**src/rtl/security_decrypt_pkg.sv**
```systemverilog
// Shared constants and types for the memory-path cipher (decrypt and encrypt sides).
// Latency: n/a (declarations only).
// Backpressure: n/a.
package security_decrypt_pkg;

  localparam logic [15:0] KEY_VALUE = 16'h0032;
  localparam logic [31:0] INV3      = 32'hAAAAAAAB;
  localparam logic [31:0] SUB_OFS   = 32'd3;
  localparam logic [31:0] XOR_MASK  = 32'h2;
  localparam logic [31:0] ADD_OFS   = 32'd9;

  typedef enum logic [1:0] {
    ST_IDLE,
    ST_MUL,
    ST_FIN,
    ST_HOLD
  } state_t;

  // Undo the additive and xor stages once the multiply-by-3 has been removed.
  function automatic logic [31:0] fin_decode(input logic [31:0] c);
    return ((c - ADD_OFS) ^ XOR_MASK) + SUB_OFS;
  endfunction

endpackage

```
**src/rtl/security_decrypt_if.sv**
```systemverilog
// Valid/ready request and response bundle for the decrypt engine.
// Latency: n/a (wires only).
// Backpressure: in_ready stalls the producer, out_ready stalls the engine.
interface security_decrypt_if;
  logic        in_valid;
  logic        in_ready;
  logic [31:0] data_in;
  logic        decrypt_on;
  logic [15:0] key_access;
  logic        out_valid;
  logic        out_ready;
  logic [31:0] data_out;
  logic        key_err;
  logic        busy;

  modport master (
    output in_valid, data_in, decrypt_on, key_access, out_ready,
    input  in_ready, out_valid, data_out, key_err, busy
  );

  modport slave (
    input  in_valid, data_in, decrypt_on, key_access, out_ready,
    output in_ready, out_valid, data_out, key_err, busy
  );
endinterface

```
**src/rtl/security_decrypt_const_mul_iter.sv**
```systemverilog
// Iterative shift-add multiply of a 32-bit operand by a fixed constant, mod 2^32.
// Latency: 32/ITER_BITS steps; the start edge performs step 0, done is high during the last step.
// Backpressure: none; runs to completion once started, product holds until the next start.
module const_mul_iter
  import security_decrypt_pkg::*;
#(
  parameter logic [31:0] CONST     = INV3,
  parameter int          ITER_BITS = 1
) (
  input  logic        clk,
  input  logic        rst,
  input  logic        start,
  input  logic [31:0] operand,
  output logic        done,
  output logic [31:0] product
);

  localparam int STEPS = 32 / ITER_BITS;

  logic [31:0] opnd;
  logic [31:0] acc;
  logic [5:0]  cnt;
  logic        run;

  // Sum of operand shifted by each set constant bit in chunk k.
  function automatic logic [31:0] chunk_sum(input logic [31:0] x, input logic [5:0] k);
    logic [31:0] s;
    logic [4:0]  b;
    s = '0;
    for (int j = 0; j < ITER_BITS; j++) begin
      b = 5'(int'(k) * ITER_BITS + j);
      if (CONST[b]) s = s + (x << b);
    end
    return s;
  endfunction

  assign done    = run && (cnt == 6'(STEPS - 1));
  assign product = acc;

  // Accumulate one chunk of constant bits per cycle; start folds in chunk 0 immediately.
  always_ff @(posedge clk or posedge rst) begin
    if (rst) begin
      opnd <= '0;
      acc  <= '0;
      cnt  <= '0;
      run  <= 1'b0;
    end else if (start) begin
      opnd <= operand;
      acc  <= chunk_sum(operand, 6'd0);
      cnt  <= 6'd1;
      run  <= 1'b1;
    end else if (run) begin
      acc <= acc + chunk_sum(opnd, cnt);
      cnt <= cnt + 6'd1;
      if (done) run <= 1'b0;
    end
  end

endmodule

```
**src/rtl/security_decrypt.sv**
```systemverilog
// Read-path decrypt engine: inverts y = (((x-3)^2)+9)*3 mod 2^32, one word in flight.
// Latency: decrypt 32/ITER_BITS+1 cycles from accept, bypass/key error 1 cycle.
// Backpressure: in_ready low from accept until the result handshake; result held until out_ready.
module security_decrypt
  import security_decrypt_pkg::*;
#(
  parameter int ITER_BITS = 1
) (
  input logic               clk,
  input logic               rst,
  security_decrypt_if.slave bus
);

  state_t      state;
  logic        in_ready_q;
  logic        out_valid_q;
  logic [31:0] data_out_q;
  logic        key_err_q;
  logic        busy_q;

  logic        key_ok;
  logic        mul_start;
  logic        mul_done;
  logic [31:0] mul_product;

  assign key_ok    = (bus.key_access == KEY_VALUE);
  // The accept edge launches the multiplier directly from data_in, so it doubles as the first step.
  assign mul_start = (state == ST_IDLE) && bus.in_valid && key_ok && bus.decrypt_on;

  assign bus.in_ready  = in_ready_q;
  assign bus.out_valid = out_valid_q;
  assign bus.data_out  = data_out_q;
  assign bus.key_err   = key_err_q;
  assign bus.busy      = busy_q;

  const_mul_iter #(
    .CONST     (INV3),
    .ITER_BITS (ITER_BITS)
  ) u_mul (
    .clk     (clk),
    .rst     (rst),
    .start   (mul_start),
    .operand (bus.data_in),
    .done    (mul_done),
    .product (mul_product)
  );

  // Control FSM with registered handshake outputs and result register.
  always_ff @(posedge clk or posedge rst) begin
    if (rst) begin
      state       <= ST_IDLE;
      in_ready_q  <= 1'b1;
      out_valid_q <= 1'b0;
      data_out_q  <= '0;
      key_err_q   <= 1'b0;
      busy_q      <= 1'b0;
    end else begin
      case (state)
        ST_IDLE: begin
          if (bus.in_valid) begin
            in_ready_q <= 1'b0;
            busy_q     <= 1'b1;
            if (!key_ok || !bus.decrypt_on) begin
              state       <= ST_HOLD;
              data_out_q  <= bus.data_in;
              key_err_q   <= !key_ok;
              out_valid_q <= 1'b1;
            end else begin
              state <= ST_MUL;
            end
          end
        end
        ST_MUL: begin
          if (mul_done) state <= ST_FIN;
        end
        ST_FIN: begin
          data_out_q  <= fin_decode(mul_product);
          key_err_q   <= 1'b0;
          out_valid_q <= 1'b1;
          state       <= ST_HOLD;
        end
        ST_HOLD: begin
          if (bus.out_ready) begin
            out_valid_q <= 1'b0;
            in_ready_q  <= 1'b1;
            busy_q      <= 1'b0;
            state       <= ST_IDLE;
          end
        end
        default: state <= ST_IDLE;
      endcase
    end
  end

endmodule

```
**src/flat_wrapper.sv**
```systemverilog
// flat-port wrapper written by rule: the top's interface ports become plain ports
module security_decrypt_flat import security_decrypt_pkg::*;
#(
  parameter int ITER_BITS = 1
)
  (clk, rst, bus_in_valid, bus_data_in, bus_decrypt_on, bus_key_access, bus_out_ready, bus_in_ready, bus_out_valid, bus_data_out, bus_key_err, bus_busy);
  security_decrypt_if bus_i ();
  input logic clk;
  input logic rst;
  input wire logic [$bits(bus_i.in_valid)-1:0] bus_in_valid;
  input wire logic [$bits(bus_i.data_in)-1:0] bus_data_in;
  input wire logic [$bits(bus_i.decrypt_on)-1:0] bus_decrypt_on;
  input wire logic [$bits(bus_i.key_access)-1:0] bus_key_access;
  input wire logic [$bits(bus_i.out_ready)-1:0] bus_out_ready;
  output wire logic [$bits(bus_i.in_ready)-1:0] bus_in_ready;
  output wire logic [$bits(bus_i.out_valid)-1:0] bus_out_valid;
  output wire logic [$bits(bus_i.data_out)-1:0] bus_data_out;
  output wire logic [$bits(bus_i.key_err)-1:0] bus_key_err;
  output wire logic [$bits(bus_i.busy)-1:0] bus_busy;
  assign bus_i.in_valid = bus_in_valid;
  assign bus_i.data_in = bus_data_in;
  assign bus_i.decrypt_on = bus_decrypt_on;
  assign bus_i.key_access = bus_key_access;
  assign bus_i.out_ready = bus_out_ready;
  assign bus_in_ready = bus_i.in_ready;
  assign bus_out_valid = bus_i.out_valid;
  assign bus_data_out = bus_i.data_out;
  assign bus_key_err = bus_i.key_err;
  assign bus_busy = bus_i.busy;
  security_decrypt #(.ITER_BITS(ITER_BITS)) u_core (.clk(clk), .rst(rst), .bus(bus_i));
endmodule
```
**config.mk**
```make
export PLATFORM = sky130hd
export DESIGN_NAME = security_decrypt_flat
export DESIGN_NICKNAME = d
export VERILOG_FILES = /design/src/rtl/security_decrypt_pkg.sv /design/src/rtl/security_decrypt_if.sv /design/src/rtl/security_decrypt_const_mul_iter.sv /design/src/rtl/security_decrypt.sv /design/src/flat_wrapper.sv
export SDC_FILE = /design/constraint.sdc
export NUM_CORES = 1
export LEC_CHECK = 0
export ABC_AREA = 1
export CELL_PAD_IN_SITES_DETAIL_PLACEMENT = 1
export CELL_PAD_IN_SITES_GLOBAL_PLACEMENT = 1
export CORE_UTILIZATION = 45
export DETAILED_ROUTE_END_ITERATION = 8
export MAX_ROUTING_LAYER = met4
export PLACE_DENSITY = 0.95
export SLEW_MARGIN = 5
export SYNTH_ARGS = -nofsm -noshare
export SYNTH_HDL_FRONTEND = slang
export SYNTH_SLANG_ARGS = --single-unit
```
**constraint.sdc**
```tcl
create_clock -name clk -period 10.7 [get_ports clk]
set_input_delay 1.07 -clock clk [delete_from_list [all_inputs] [get_ports clk]]
set_output_delay 1.07 -clock clk [all_outputs]
set_load 0.1 [all_outputs]
```
; ---- After elaboration in Yosys (flattened, before gate mapping)
; Memory sizes are Yosys's and may differ from the RTL's.
; Cells that the tools add are included.
[word_totals]
reg_bits = 109
latchBits = 0
ram_bits = 0
romBits = 32
wordCells = 74
mem_count = 1
[memory_table]
columns = name, depth, width, rd, rd_ports_with_merged_regs, wr, line
row1 = (name not given), 32, 1, 1, 0, 0, security_decrypt_const_mul_iter.sv:32  ; if (CONST[b]) s = s + (x << b);
[op_classes]
n_addsub = 4
mul = 0
div_mod_pow = 0
order_cmp = 1
eq_ne = 9
shifts = 1
n_mux = 31
bitwise_logic = 1
n_reduce_logical = 16
[ops]
columns = op, n
row1 = 32-bit 2-to-1 mux, 7
row2 = 32-bit case mux with 2 select lines, 1
row3 = "32-bit by 2-bit adder with 32-bit output, second input constant", 1
row4 = 32-bit adder, 1
row5 = 32-bit by 5-bit << shifter with 32-bit output, 1
row6 = "32-bit by 4-bit subtractor with 32-bit output, second input constant", 1
row7 = "16-bit by 6-bit equality test with 1-bit output, second input constant", 1
row8 = 1-bit 2-to-1 mux, 12
row9 = 6-bit 2-to-1 mux, 2
row10 = 3-bit AND reduction, 3
row11 = 2-bit 2-to-1 mux, 4
row12 = 2-bit case mux with 4 select lines, 1
row13 = "6-bit by 1-bit adder with 6-bit output, second input constant", 1
row14 = "6-bit by 5-bit equality test with 1-bit output, second input constant", 1
row15 = "5-bit by 6-bit < comparator with 1-bit output, second input constant", 1
row16 = "2-bit inequality test, second input constant", 3
row17 = 1-bit case mux with 2 select lines, 3
row18 = 2-bit nonzero test, 3
row19 = "2-bit equality test, second input constant", 2
row20 = 1-bit logical AND, 4
row21 = 4-bit AND reduction, 1
row22 = 1-bit case mux with 3 select lines, 1
row23 = 3-bit nonzero test, 1
row24 = "2-bit by 1-bit equality test with 1-bit output, second input constant", 1
row25 = other kinds (5), 6

; ---- Longest topological paths before layout
; Gate-level depths: netlist (run 1).
[depth]
word_depth = 8
ltp_mapped = 25
ltp_nobuf = 24

; ---- Cells and area by module
; From an unflattened synthesis (run 1), not the netlist that was laid out.
[hier_totals]
hier_cells = 1641
area_unflattened_um2 = 10258.6
[modules_own_cells]
columns = module, n_inst, cells_per_inst, area_each_um2, seq_area_each_um2
row1 = const_mul_iter, 1, 966, 6306.0, 1776.7
row2 = security_decrypt, 1, 675, 3952.5, 952.2

; ---- Least setup slack after synthesis (run 1)
; Ideal clock, no wire load.
[synth_timing]
path_type = flip-flop to flip-flop
start = register u_core.u_mul.cnt[0]
end = register u_core.u_mul.acc[21] (netlist: u_core.u_mul.product[21])
t_arrival_ps = 3487
slack_ps = 7097
stages_incl_launch_ff = 23
path_buffers = 3
period_less_slack_ps = 3603
cell_sequence = dfrtp_1 inv_2 buf_2 buf_1 ha_1 inv_1 o21ai_0 nor2_1 clkinv_1 clkbuf_1 nor2_1 ha_1 nand3_1 nand3_1 a21boi_0 o21bai_1 a21oi_1 nor2_1 nand2_1 a21o_1 nand2_1 nand2_1 nand2_1
[synth_via]
elab_chain_len = 8
elab_cells_between_ends = 9
cone_classes = add/sub: 1 / shift: 1 / mux: 6 / memory: 1
[synth_rtl]
columns = item, line
row1 = from (decl), security_decrypt_const_mul_iter.sv:22  ; logic [5:0] cnt;
row2 = from (signal assigned), security_decrypt_const_mul_iter.sv:54  ; cnt <= cnt + 6'd1;
row3 = memory 32 x 1 bit, --
row4 = 1-bit 2-to-1 mux (not written as such), security_decrypt_const_mul_iter.sv:32
row5 = 32-bit 2-to-1 mux (*), security_decrypt_const_mul_iter.sv:32
row6 = 32-bit 2-to-1 mux (*), security_decrypt_const_mul_iter.sv:52  ; end else if (run) begin
row7 = 32-bit 2-to-1 mux (*), security_decrypt_const_mul_iter.sv:47  ; end else if (start) begin
row8 = 32-bit adder (*), security_decrypt_const_mul_iter.sv:53  ; acc <= acc + chunk_sum(opnd, cnt);
row9 = 32-bit 2-to-1 mux (*), security_decrypt_const_mul_iter.sv:52
row10 = 32-bit 2-to-1 mux (*), security_decrypt_const_mul_iter.sv:47
row11 = to (signal assigned), security_decrypt_const_mul_iter.sv:49  ; acc <= chunk_sum(operand, 6'd0);
row12 = to (signal assigned), security_decrypt_const_mul_iter.sv:53
row13 = to (decl), security_decrypt_const_mul_iter.sv:21  ; logic [31:0] acc;
; Mark *: on every way between the ends. The rest lies on a longest branch, timed or not. The select of a mux whose other input is x is not followed.
; A chain may end at the register's enable or synchronous reset.

; ---- Worst setup path in the final report (run 1)
[layout_timing]
start = register u_core.u_mul.cnt[3]
end = register u_core.u_mul.acc[20] (netlist: u_core.u_mul.product[20])
; Same word-level chain as after synthesis.

==> impl_metrics.yaml, run 1 <==
timing:
  hold_viol_final: 0
  setup_violations: 0
  tightest_slew_ps: 1160
  fmax_mhz: 180
  drv_slew: 0
  tns_ps: 0
  period_share_pct: 51.9
  fin_skew_ps: 16.0
  worst_hold_slack_ps: 479
  rsz0062_at_grt: "no"
  period_needed_ps: 5550
  slew_headroom_pct: 22.5
setup_path:
  crit_type: "reg -> reg"
  r2r_setup_slack_ps: 5150
  cp-startpoint: "u_core.u_mul.cnt[3]"
  crit_required_ps: 10980
  crit_fanout: 32
  crit_path_end_kind: "flip-flop"
  crit_arrival_ps: 5840
  rr_startpoint: "u_core.u_mul.cnt[3]"
  cp-start-kind: "flip-flop"
detailed_routing:
  drc: 0
  drt.antenna.violating_nets: 0
  firstDrtPassIters: 5
  viasPerCell: 5.99
  wl_um: 44500
  vias: 11900
  wire_per_inst_um: 22.5
  drt_iter0_markers: 924
layout:
  finalNetCount: 1785
  multi_input_area_um2: 6500
  design_area_um2: 11500
  area_delta_synth_final_pct: 13.6
  seq_area_um2: 2730
  n_fill_cell: 3069
  layout-drive-gt1-share_pct: 4.89
synth:
  syn-cell-area_um2: 10100
  synth_nets: 1734
  avgSynthCellArea_um2: 6.15
  yosysTopAreaCell: "dfrtp_1"
  yosys_warnings: 0
  async_reset_ff_share_pct: 100
  syn_inst: 1640
  yosysSeqAreaShare_pct: 27.1
  synth_seq_cells: 109
  synth_top_cells_by_area: "dfrtp_1 27%, nand2_1 19%, nor2_1 7.3%, o21ai_0 7.2%, inv_1 5.8%"
  synth_enable_flop_cells: 0
  synth_top_area_share_pct: 26.8
  synthFlopType: "dfrtp_1"
  yosysUniqueCellTypes: 50
clocking:
  postCtsHoldBufs: 0
  clkLatencyLatePin_ps: 390
  cts_setup_buffers: 0
  cts_max_level: 3
  ctsResizeCount: 0
  clk_pin_slew_ps: 90
  cts_buffers: 9
  cts-root-buf: "clkbuf_16"
  cts.sinks: 109
  cts_tree: "yes"
  clock_tree.buffer_depth: 2
floorplan:
  start_util_pct: 46.1
  rows: 54
  core_area_um2: 21900
  die_y_um: 152
  die_area_um2: 23000
  io_pins: 89
  die_w_um: 152
power:
  peakVddDrop_mv: 0.232
  leakagePower_nw: 5.30
  switchingPower_mw: 2.61
  swShare_pct: 63.0
  sequentialPowerShare_pct: 18.9
  power_mw: 4.14
  cell_internal_pwr_mw: 1.53
  power_density_nw_per_um2: 361
  comb_power_share_pct: 72.0
  clkPwrFrac_pct: 9.0
grt:
  grt_usage_pct: 40.3
  antenna_found_initial: 1
  grt_pass1_wl_um: 66700
  grt_max_degree: 74
  overflow: 0
  grt_pass1_vias: 12000
min_path:
  hold_path_class: "reg -> reg"
  hp-start: "u_core.bus.data_out[25]"
flow_run:
  drv_cap: 0
place:
  post_dp_cell_area_um2: 11100
  port_buffers: 88
  globalplace.congestion: 1.01
  post-dp-hpwl_um: 35100
run_status:
  status: "finished clean"
[critical path, stage by stage (launching register included)]
cell	delay (ps)
dfrtp_1	860
inv_1	630
nand3_1	310
o21ai_0	140
nor2_1	590
clkinv_1	640
nor2_1	360
fa_1	250
nand2_1	80
nand2_1	70
o21ai_0	130
o21ai_1	320
nand2_1	100
nand2_1	140
inv_1	60
o21ai_1	280
nand2_1	100
nor2_1	150
o21ai_0	110
nand3_1	80
nand2_1	60
[sequential cells by signal, summed over array words and instances (netlist names), 2 cells and up]
name,flops
u_core.bus.data_out,32
u_core.u_mul.opnd,32
u_core.u_mul.product,32
u_core.u_mul.cnt,6
u_core.state,2
[layout make-up]
class,instances,area share [%]
clock buffers,9,1.97
well taps,280,3.06
clock inverters,7,0.732
diodes,2,0.0437
repair buffers,94,8.08
inverters,167,5.50
flip-flops and latches,109,23.8
multi-input cells,1310,56.8
[cells in the final DEF (no fill, tap or decap), drive strengths merged, types with 2 or more instances in the layout]
cell type and count:
xor2 18, nor3 7, o21ai 154, nand4 20, nor2 218, a21oi 88
clkinv 4, inv 170, nor4 5, o21bai 11, clkdlybuf4s50 88, o21a 3
nand3b 3, buf 6, or2 9, o22ai 19, xnor2 14, a31oi 8
diode 2, a21o 6, mux2i 7, nand3 114, ha 40, nand2 526
dfrtp 108, o211ai 17, and2 2, clkbuf 9, o221ai 13
[through the flow]
step / util (%) / worst slack [ps] / instances
2_1_floorplan: - / 6760 / 1640
3_3_place_gp: 50.9 / 5470 / 1960
3_5_place_dp: 50.9 / 5300 / 1960
4_1_cts: 52.3 / 5260 / 1976
5_1_grt: 52.3 / 4450 / 1977
6_report: 52.3 / 5150 / 1978
[metal layers]
| layer | GRT usage (%) | up-vias | part of all wire [%] | routed length [µm] |
|---|---|---|---|---|
| li1 | - | 5477 | - | - |
| met3 | 6.17 | 125 | 6.6 | 2920 |
| met2 | 66.3 | 448 | 48 | 21500 |
| met1 | 47.7 | 5807 | 40 | 17800 |
| met4 | 20.7 | 0 | 5.1 | 2250 |
| met5 | - | - | 0 | 0 |
[kinds of logic (layout without fill, tap and decap cells)]
logic type / count (synthesis) / in the layout / synth area share [%]
AO/OA/AOI/OAI: 324 / 324 / 18.2
flip-flops: 109 / 109 / 27.1
XOR/XNOR: 32 / 32 / 2.78
buffers and inverters: 221 / 277 / 8.44
other: 0 / 2 / 0
multiplexers: 7 / 7 / 0.695
AND/OR/NAND/NOR: 906 / 906 / 37.7
adder cells (fa/ha/maj): 41 / 41 / 5.16
[Yosys cell counts (13+ instances only)]
cell      instances
dfrtp_1         108
ha_1             40
o21ai_0         146
clkbuf_1         34
o22ai_1          19
nand4_1          20
nor2_1          197
a21oi_1          86
xor2_1           18
xnor2_1          14
nand2_1         517
nand3_1         109
o211ai_1         17
o221ai_1         13
nor2_2           15
inv_1           155
[path summary, 6_finish.rpt]
check,to,cells after the start
hold / removal,u_core.bus.data_out[25],2
setup / recovery,u_core.u_mul.product[20],20
hold reg to reg,u_core.bus.data_out[25],2
max in group asynchronous,u_core.u_mul.product[13],3
setup reg to reg,u_core.u_mul.product[20],20
min in group asynchronous,u_core.bus.busy,2
[power by group through the flow]
stage / Clock [mW] / Combinational (mW) / Sequential (mW)
4_1_cts: 0.374 / 2.93 / 0.776
5_1_grt: 0.384 / 3.22 / 0.799
3_3_place_gp: 0 / 2.79 / 0.773
2_1_floorplan: 0 / 1.67 / 1.17
6_report: 0.373 / 2.98 / 0.784
3_5_place_dp: 0 / 2.90 / 0.782
Power figures use the tool's default switching activity.
==> run 2: changes to the inputs <==
--- a/config.mk
+++ b/config.mk
@@ -8,10 +8,10 @@
 export ABC_AREA = 1
 export CELL_PAD_IN_SITES_DETAIL_PLACEMENT = 1
 export CELL_PAD_IN_SITES_GLOBAL_PLACEMENT = 1
-export CORE_UTILIZATION = 45
+export CORE_UTILIZATION = 38
 export DETAILED_ROUTE_END_ITERATION = 8
 export MAX_ROUTING_LAYER = met4
-export PLACE_DENSITY = 0.95
+export PLACE_DENSITY = 0.87
 export SLEW_MARGIN = 5
 export SYNTH_ARGS = -nofsm -noshare
 export SYNTH_HDL_FRONTEND = slang
==> constraint.sdc (replaced) <==
create_clock -name clk -period 4.4 [get_ports clk]
set_input_delay 0.44 -clock clk [delete_from_list [all_inputs] [get_ports clk]]
set_output_delay 0.44 -clock clk [all_outputs]
set_load 0.1 [all_outputs]
==> run 2 against run 1 <==
Effect of this change:
- worst hold slack got worse by 4.7 ps
- critical path depth is 4 lower
- global-route usage decreased by 7.2 points
- final cell count rose by 3.3%
- largest cell class unchanged
- largest power group unchanged
==> impl_metrics.yaml, run 2 (synthesis gave the netlist of run 1 again) <==
run_status:
  status: "finished clean"
clocking:
  cts_buffers: 9
  ctsResizeCount: 0
  clkLatencyLatePin_ps: 370
  clk_pin_slew_ps: 90
  postCtsHoldBufs: 0
  cts_tree: "yes"
  cts_setup_buffers: 0
  cts-root-buf: "clkbuf_16"
  cts_max_level: 3
  clock_tree.buffer_depth: 2
  cts.sinks: 109
power:
  leakagePower_nw: 5.35
  power_mw: 9.98
  power_density_nw_per_um2: 860
  peakVddDrop_mv: 0.742
detailed_routing:
  routed.top_layer: "met4"
  wire_per_inst_um: 21.2
  wl_met3_um: 2030
  viasPerCell: 5.64
  drt.antenna.violating_nets: 0
  met2_length_um: 20600
  drc: 0
  wl_um: 43300
  drt_iter0_markers: 1103
  firstDrtPassIters: 6
  vias: 11500
  wl_met1_um: 19400
place:
  post_dp_cell_area_um2: 11300
  post-dp-hpwl_um: 35100
  globalplace.congestion: 1.00
  pre_cts_ws_ps: 559
  placed_cells: 2027
  port_buffers: 88
timing:
  tightest_slew_ps: 1050
  hold_viol_final: 0
  period_share_pct: 90.2
  tns_ps: 0
  fin_skew_ps: 14.5
  worst_slack_ps: 433
  worst_hold_slack_ps: 474
  rsz0062_at_grt: "no"
  slew_headroom_pct: 29.7
  drv_slew: 0
  period_needed_ps: 3970
  fmax_mhz: 252
  setup_violations: 0
grt:
  grt_max_degree: 46
  grt_pass1_vias: 11300
  grt_usage_pct: 33.1
  overflow: 0
  grt_pass1_wl_um: 65300
  antenna_found_initial: 0
floorplan:
  rows: 59
  core_area_um2: 26100
  io_pins: 89
  die_w_um: 165
  start_util_pct: 38.7
  die_y_um: 165
  die_area_um2: 27200
setup_path:
  rr_startpoint: "u_core.u_mul.cnt[0]"
  r2r_setup_slack_ps: 430
  reg2reg_to: "u_core.u_mul.product[25]"
  cp-start-kind: "flip-flop"
  crit_fanout: 42
  crit_type: "reg -> reg"
  crit_arrival_ps: 4210
  crit_path_end_kind: "flip-flop"
  ff2ff_path_depth: 16
  crit_required_ps: 4640
layout:
  n_fill_cell: 3530
  mostFrequentLayoutCells: "517 x nand2_1, 197 x nor2_1, 154 x inv_1, 146 x o21ai_0, 109 x nand3_1"
  antenna_cells: 0
  area_delta_synth_final_pct: 15.0
  final_common_cell: "nand2_1"
  design_area_um2: 11600
  layout-drive-gt1-share_pct: 5.56
  post_layout_nonfiller_instances: 2043
  finalNetCount: 1797
  utilization_pct: 44.5
min_path:
  hold_path_class: "in -> async"
flow_run:
  drv_cap: 0
## run 2: cell types whose count changed in the layout (fill, tap and decap cells not counted)
cell,delta
buf_4,+12
clkinv_2,+1
clkinv_4,-1
clkinv_8,-1
diode_2,-2
inv_8,+1
## run 2: critical path, stage by stage, from the launching register on
cell and delay (ps):
dfrtp_1 400, buf_4 260, o21ai_0 470, o21ai_0 180, o21ai_0 430, o21ai_0 150, o22ai_1 390, ha_1 300
nand2_1 120, nor2_1 230, nand2_1 130, nor4_1 190, nand2_1 100, o211ai_1 120, a21oi_1 90, o21ai_0 120
o211ai_1 130
## run 2: power breakdown
| part | leakage, nW | internal, mW | total, mW | switching, mW |
|---|---|---|---|---|
| combinational | 3.87 | 2.01 | 7.32 | 5.31 |
| sequential | 1.33 | 1.36 | 1.79 | 0.433 |
| clock | 0.150 | 0.408 | 0.866 | 0.457 |
## run 2: final cells by class
type,count,area (µm²),area share [%]
Multi-Input combinational cell,1310,6500,56.1
Timing Repair Buffer,106,1020,8.76
Inverter,167,629,5.43
Sequential cell,109,2730,23.5
Tap cell,335,419,3.61
Clock buffer,9,225,1.94
Clock inverter,7,75.1,0.647
## run 2: worst max-delay path by stage
stage | startpoint | end | slack (ps) | cells after the start
final | u_core.u_mul.cnt[0] | u_core.u_mul.product[25] | 430 | 16
after global routing | u_core.u_mul.cnt[0] | u_core.u_mul.product[25] | 140 | 18
after CTS | u_core.u_mul.cnt[0] | u_core.u_mul.product[25] | 530 | 16
after detailed placement | u_core.u_mul.cnt[0] | u_core.u_mul.product[25] | 560 | 16
after global placement | u_core.u_mul.cnt[0] | u_core.u_mul.product[26] | 550 | 18
after floorplan | u_core.u_mul.cnt[0] | u_core.u_mul.product[21] | 800 | 22
## run 2: layer usage
metal,vias to the layer above,track usage [%]
met1,5649,43.4
met2,316,53.7
li1,5493,-
met4,0,9.80
met3,61,3.42
met5,-,-
==> run 3: changes to the inputs <==
--- a/config.mk
+++ b/config.mk
@@ -11,7 +11,7 @@
 export CORE_UTILIZATION = 38
 export DETAILED_ROUTE_END_ITERATION = 8
 export MAX_ROUTING_LAYER = met4
-export PLACE_DENSITY = 0.87
+export PLACE_DENSITY = 0.76
 export SLEW_MARGIN = 5
 export SYNTH_ARGS = -nofsm -noshare
 export SYNTH_HDL_FRONTEND = slang
==> run 3 against run 2 <==
Effect of this change:
- register-to-register slack got worse by 130 ps
- global-route usage increased by 0.57 points
- critical path depth increased by 2
- largest power group unchanged
- highest routed layer unchanged
==> impl_metrics.yaml, run 3 (synthesis gave the netlist of run 1 again) <==
setup_path:
  reg2reg_to: "u_core.u_mul.product[25]"
  crit_path_end_kind: "flip-flop"
  cp_common_cell: "nand2_1"
  crit_arrival_ps: 4340
  crit_slowest_cell: "dfrtp_1"
  cp-start-kind: "flip-flop"
  worstPathCellList: "inv_1 > buf_4 > o21ai_0 > nand2_1 > nand2_1 > nand2_1 > o21ai_0 > o22ai_1 > ha_1 > nand2_1 > nor2_1 > nand2_1 > nor4_1 > nand2_1 > o211ai_1 > a21oi_1 > o21ai_0 > o211ai_1"
  r2r_setup_slack_ps: 300
  crit_type: "reg -> reg"
  max_stage_delay_ps: 540
  ff2ff_path_depth: 18
  crit_fanout: 26
  crit_required_ps: 4640
  rr_startpoint: "u_core.u_mul.cnt[1]"
grt:
  grt_max_degree: 62
  antenna_found_initial: 1
  overflow: 0
  grt_pass1_vias: 11300
  grt_pass1_wl_um: 66100
  grt_usage_pct: 33.7
place:
  post-dp-hpwl_um: 35800
  placed_cells: 2036
  post_dp_cell_area_um2: 11400
  pre_cts_ws_ps: 364
  port_buffers: 88
  globalplace.congestion: 0.975
detailed_routing:
  drt_iter0_markers: 879
  drc: 0
  drt.antenna.violating_nets: 0
  wl_um: 44000
  firstDrtPassIters: 5
  vias: 11400
  wire_per_inst_um: 21.5
  viasPerCell: 5.56
run_status:
  status: "finished clean"
layout:
  utilization_pct: 44.8
  post_layout_nonfiller_instances: 2052
  area_delta_synth_final_pct: 15.8
  mostFrequentLayoutCells: "517 x nand2_1, 197 x nor2_1, 154 x inv_1, 144 x o21ai_0, 109 x nand3_1"
  antenna_cells: 0
  layout-drive-gt1-share_pct: 6.06
  n_fill_cell: 3519
  finalNetCount: 1806
  design_area_um2: 11700
  final_common_cell: "nand2_1"
  multi_input_area_um2: 6500
  seq_area_um2: 2730
timing:
  fmax_mhz: 244
  tns_ps: 0
  period_share_pct: 93.2
  period_needed_ps: 4100
  worst_slack_ps: 300
  slew_headroom_pct: 33.3
  worst_hold_slack_ps: 485
  drv_slew: 0
  rsz0062_at_grt: "no"
  setup_violations: 0
  tightest_slew_ps: 998
  hold_viol_final: 0
  fin_skew_ps: 13.6
clocking:
  clk_pin_slew_ps: 90
  cts_tree: "yes"
  cts.sinks: 109
  clock_tree.buffer_depth: 2
  cts-root-buf: "clkbuf_16"
  clkLatencyLatePin_ps: 370
  postCtsHoldBufs: 0
  cts_max_level: 3
  cts_buffers: 9
floorplan:
  die_area_um2: 27200
  die_y_um: 165
  rows: 59
  core_area_um2: 26100
  start_util_pct: 38.7
  io_pins: 89
  die_w_um: 165
min_path:
  holdPathStages: 2
  hold_path_class: "reg -> reg"
  min_to: "u_core.bus.data_out[24]"
  hp-start: "u_core.bus.data_out[24]"
flow_run:
  drv_cap: 0
power:
  leakagePower_nw: 5.40
  power_mw: 10.0
  power_density_nw_per_um2: 860
  peakVddDrop_mv: 0.747
## run 3: changes by cell type in the layout (fill, tap and decap cells not counted), sizes merged
cell | previous run | this run
buf | 18 | 27
clkinv | 3 | 4
inv | 171 | 170
## run 3: per-layer routing
| layer | global-route usage (%) | up-vias | share of wire [%] |
|---|---|---|---|
| li1 | - | 5502 | - |
| met1 | 42.9 | 5604 | 45 |
| met2 | 55.8 | 245 | 48 |
| met3 | 3.21 | 65 | 3.6 |
| met4 | 11.1 | 0 | 3.3 |
| met5 | - | - | 0 |
## run 3: power breakdown
| group | switching (mW) | internal, mW | total (mW) |
|---|---|---|---|
| Sequential | 0.451 | 1.36 | 1.81 |
| Combinational | 5.29 | 2.06 | 7.34 |
| Clock | 0.470 | 0.411 | 0.881 |
| Total | 6.21 | 3.83 | 10.0 |
## run 3: timing repair
item / in CTS / in global routing
endpoints found under the setup margin: 0 / 1
endpoints found under the hold margin: 0 / 0
setup buffers: 0 / 0
resized for setup: 0 / 2
## run 3: critical path, delay by kind of cell (launching register included)
family / cells / cell delay [ps]
flops: 1 / 540
fa+ha+maj: 1 / 480
simple gates: 8 / 1180
buf+inv: 2 / 470
compound gates: 7 / 1260
## run 3: worst max-delay path by stage
| stage | from | endpoint | slack, ps | cells past startpoint |
|---|---|---|---|---|
| after floorplan | u_core.u_mul.cnt[0] | u_core.u_mul.product[21] | 800 | 22 |
| after global placement | u_core.u_mul.cnt[1] | u_core.u_mul.product[25] | 350 | 18 |
| after detailed placement | u_core.u_mul.cnt[1] | u_core.u_mul.product[25] | 360 | 15 |
| after CTS | u_core.u_mul.cnt[1] | u_core.u_mul.product[25] | 330 | 15 |
| after global routing | u_core.u_mul.cnt[0] | u_core.u_mul.product[25] | 60 | 19 |
| final | u_core.u_mul.cnt[1] | u_core.u_mul.product[25] | 300 | 18 |
## run 3: cell type report
type	instances	share of cell area, %
multi-input combinational	1310	55.7
sequential	109	23.4
timing repair buffer	115	9.28
inverter	167	5.39
tap	335	3.59
clock buffer	9	1.93
clock inverter	7	0.718
==> RTL change, RTL diff (settings of run 3) <==
Reset style: synchronous (`rst`), changed in 2 clocked blocks.
--- a/src/rtl/security_decrypt_const_mul_iter.sv
+++ b/src/rtl/security_decrypt_const_mul_iter.sv
@@ -40,3 +40,3 @@
   // Accumulate one chunk of constant bits per cycle; start folds in chunk 0 immediately.
-  always_ff @(posedge clk or posedge rst) begin
+  always_ff @(posedge clk) begin
     if (rst) begin
--- a/src/rtl/security_decrypt.sv
+++ b/src/rtl/security_decrypt.sv
@@ -48,3 +48,3 @@
   // Control FSM with registered handshake outputs and result register.
-  always_ff @(posedge clk or posedge rst) begin
+  always_ff @(posedge clk) begin
     if (rst) begin
Behaviour: differs if rst is asserted again (counterexample within 4 cycles, from zero or initial values and one cycle with rst high); with rst held inactive, the same outputs for 10 cycles.
==> RTL change against run 3 <==
Design area is 2.2% lower. Critical path type unchanged. Setup slack better by 47 ps. Critical path depth is 5 higher. Largest cell class unchanged. First-iteration DRC count is 7.5% lower. Non-clock buffer count is 3 lower. Sequential cell count stayed put. Area after synthesis is 1.6% lower. Die area is 1.5% lower. Sequential share of layout area is 4.2 points lower. Wire length is 4.6% lower.
Power is not compared: it rests on default switching activity, and its combinational part moved more than twofold at a synthesized area within 25%.
==> RTL change: results (changes against run 3) <==
Run status
  • Outcome: completed

Logic synthesis
  • Async set-or-reset flop fraction in the synthesized netlist: 0% (-100 points)
  • Post-synthesis sequential area ratio: 22.0% (-5.1 points)
  • Distinct cell type count of the synthesized netlist: 55 (+10%)
  • Average size of a mapped cell: 6.02 µm² (-2.1%)
  • Top_reg_cell synth: sky130_fd_sc_hd__dfxtp_1
  • Cell types with the highest counts after synthesis: 420 x sky130_fd_sc_hd__nand2_1, 170 x sky130_fd_sc_hd__nor2_1, 169 x sky130_fd_sc_hd__inv_1, 166 x sky130_fd_sc_hd__o21ai_0, 112 x sky130_fd_sc_hd__a21oi_1
  • Yosys warning count: 0 (unchanged)
  • Mapped Nets: 1742 (+0.46%)
  • Leading post-synthesis cells by cell area: sky130_fd_sc_hd__dfxtp_1 22%, sky130_fd_sc_hd__nand2_1 16%, sky130_fd_sc_hd__o21ai_0 8.4%, sky130_fd_sc_hd__nor2_1 6.4%, sky130_fd_sc_hd__inv_1 6.4%

Setup path
  • Data arrival time of the worst path: 4350 ps (about the same)
  • Slowest Stage Delay on Critical Path: 410 ps (-130 ps)
  • Critical path peak fanout: 14 (-46%)
  • Crit-path slowest cell: sky130_fd_sc_hd__o22ai_1

Routing
  • Detailed-routing iteration count for the pre-antenna-repair pass: 6 (+1)
  • Number of design-rule violations left by the first detailed-router iteration: 813 (-7.5%)
  • Post-detailed-routing wire length: 42.0 mm (-4.6%)
  • Routed vias: 11289 (-1.1%)
  • Vias per cell: 5.53 (-0.63%)

Placed design
  • Detailed placer's ending HPWL: 34.8 mm (-2.8%)
  • Placer's final routability congestion estimate: 0.940 (-3.5%)
  • Number of cells after detailed placement: 2026 (-0.49%)

Layout
  • Share of final-layout standard cells stronger than drive strength 1: 8.94% (+2.9 points)
  • Total number of nets in the final design: 1800 (-0.33%)
  • Fill cell count: 3518 (-0.028%)
  • Antenna fix cells: 0 (unchanged)

GRT
  • Wire length of the first global-routing pass: 63.8 mm (-3.5%)
  • Pin count of the biggest net entering global routing: 63 (+1.6%)
  • Overall routing resource usage: 32.6% (-1.1 points)
  • Number of antenna violations at the first check in global routing: 0 (-1)

Clock network
  • H-tree levels: 3 (unchanged)
  • Clk Latency, worst-skew pair: 370 ps (about the same)
  • Post-cts sizing count: 0 (unchanged)

STA
  • Max-slew headroom at the worst pin: 30.1% (-3.2 points)
  • Clk_skew: 14.1 ps (+0.509 ps)
==> RTL change: changes by cell type after synthesis, moves of 12 or more <==
cell                       change
sky130_fd_sc_hd__o21ai_0      +20
sky130_fd_sc_hd__o211ai_1     -14
sky130_fd_sc_hd__o22ai_1      +14
sky130_fd_sc_hd__dfxtp_1     +109
sky130_fd_sc_hd__inv_1        +14
sky130_fd_sc_hd__a21oi_1      +26
sky130_fd_sc_hd__nor2_4       +12
sky130_fd_sc_hd__nor2_1       -27
sky130_fd_sc_hd__nand2_2      +17
sky130_fd_sc_hd__a31oi_1      +15
sky130_fd_sc_hd__dfrtp_1     -108
sky130_fd_sc_hd__nand2_1      -97
==> RTL change: routing by layer <==
layer	track usage (%)	vias to the layer above	share of wire [%]
li1	-	5571	-
met1	40.4	5397	45
met2	53.1	241	47
met3	4.75	80	4.6
met4	12.5	0	3.9
met5	-	-	0
==> RTL change: path summary, 6_finish.rpt <==
kind | cells after the start | slack, ps | startpoint | end
max | 23 | 350 | u_core.u_mul.cnt[2] | u_core.u_mul.product[31]
min reg2reg | 2 | 470 | u_core.bus.data_out[27] | u_core.bus.data_out[27]
min | 2 | 470 | u_core.bus.data_out[27] | u_core.bus.data_out[27]
max reg2reg | 23 | 350 | u_core.u_mul.cnt[2] | u_core.u_mul.product[31]
==> RTL change: critical path, delay by kind of cell, from the launching register on <==
| family | cells | cell delay, ps |
|---|---|---|
| simple gates | 9 | 1310 |
| compound gates | 6 | 1140 |
| buf+inv | 7 | 810 |
| fa+ha+maj | 1 | 380 |
| flops | 1 | 340 |
==> RTL change: cell families (layout without fill, tap and decap cells) <==
family / count (synthesis) / after routing / synth area share [%]
simple gates: 818 / 818 / 37.3
buf+inv: 253 / 316 / 10.1
compound gates: 390 / 390 / 21.9
mux: 10 / 10 / 1.01
xor+xnor: 29 / 29 / 2.56
fa+ha+maj: 40 / 40 / 5.12
flops: 109 / 109 / 22.0
==> RTL change: stage by stage <==
stage	worst slack [ps]	instance area (µm²)	hold slack, ps	total power, mW
2_1_floorplan	931	9930	453	2.63
6_report	347	11400	470	3.93
3_5_place_dp	408	11100	457	3.09
4_1_cts	391	11400	470	3.94
3_3_place_gp	497	11100	451	3.08
5_1_grt	34.1	11400	482	4.09
==> RTL change: cell type report <==
class                   count  area share (%)
inverters                 188            6.24
clock inverters             5           0.362
well taps                 330            3.62
flip-flops and latches    109            19.1
multi-input cells        1287            59.1
repair buffers            112            9.36
clock buffers              11            2.21
==> RTL change: power by group <==
| part | internal [mW] | switching (mW) | total [mW] | leakage, nW |
|---|---|---|---|---|
| clock network | 0.423 | 0.435 | 0.858 | 0.144 |
| registers | 1.13 | 0.0753 | 1.20 | 0.888 |
| logic | 0.430 | 1.44 | 1.86 | 4.23 |
| total | 1.98 | 1.95 | 3.93 | 5.26 |
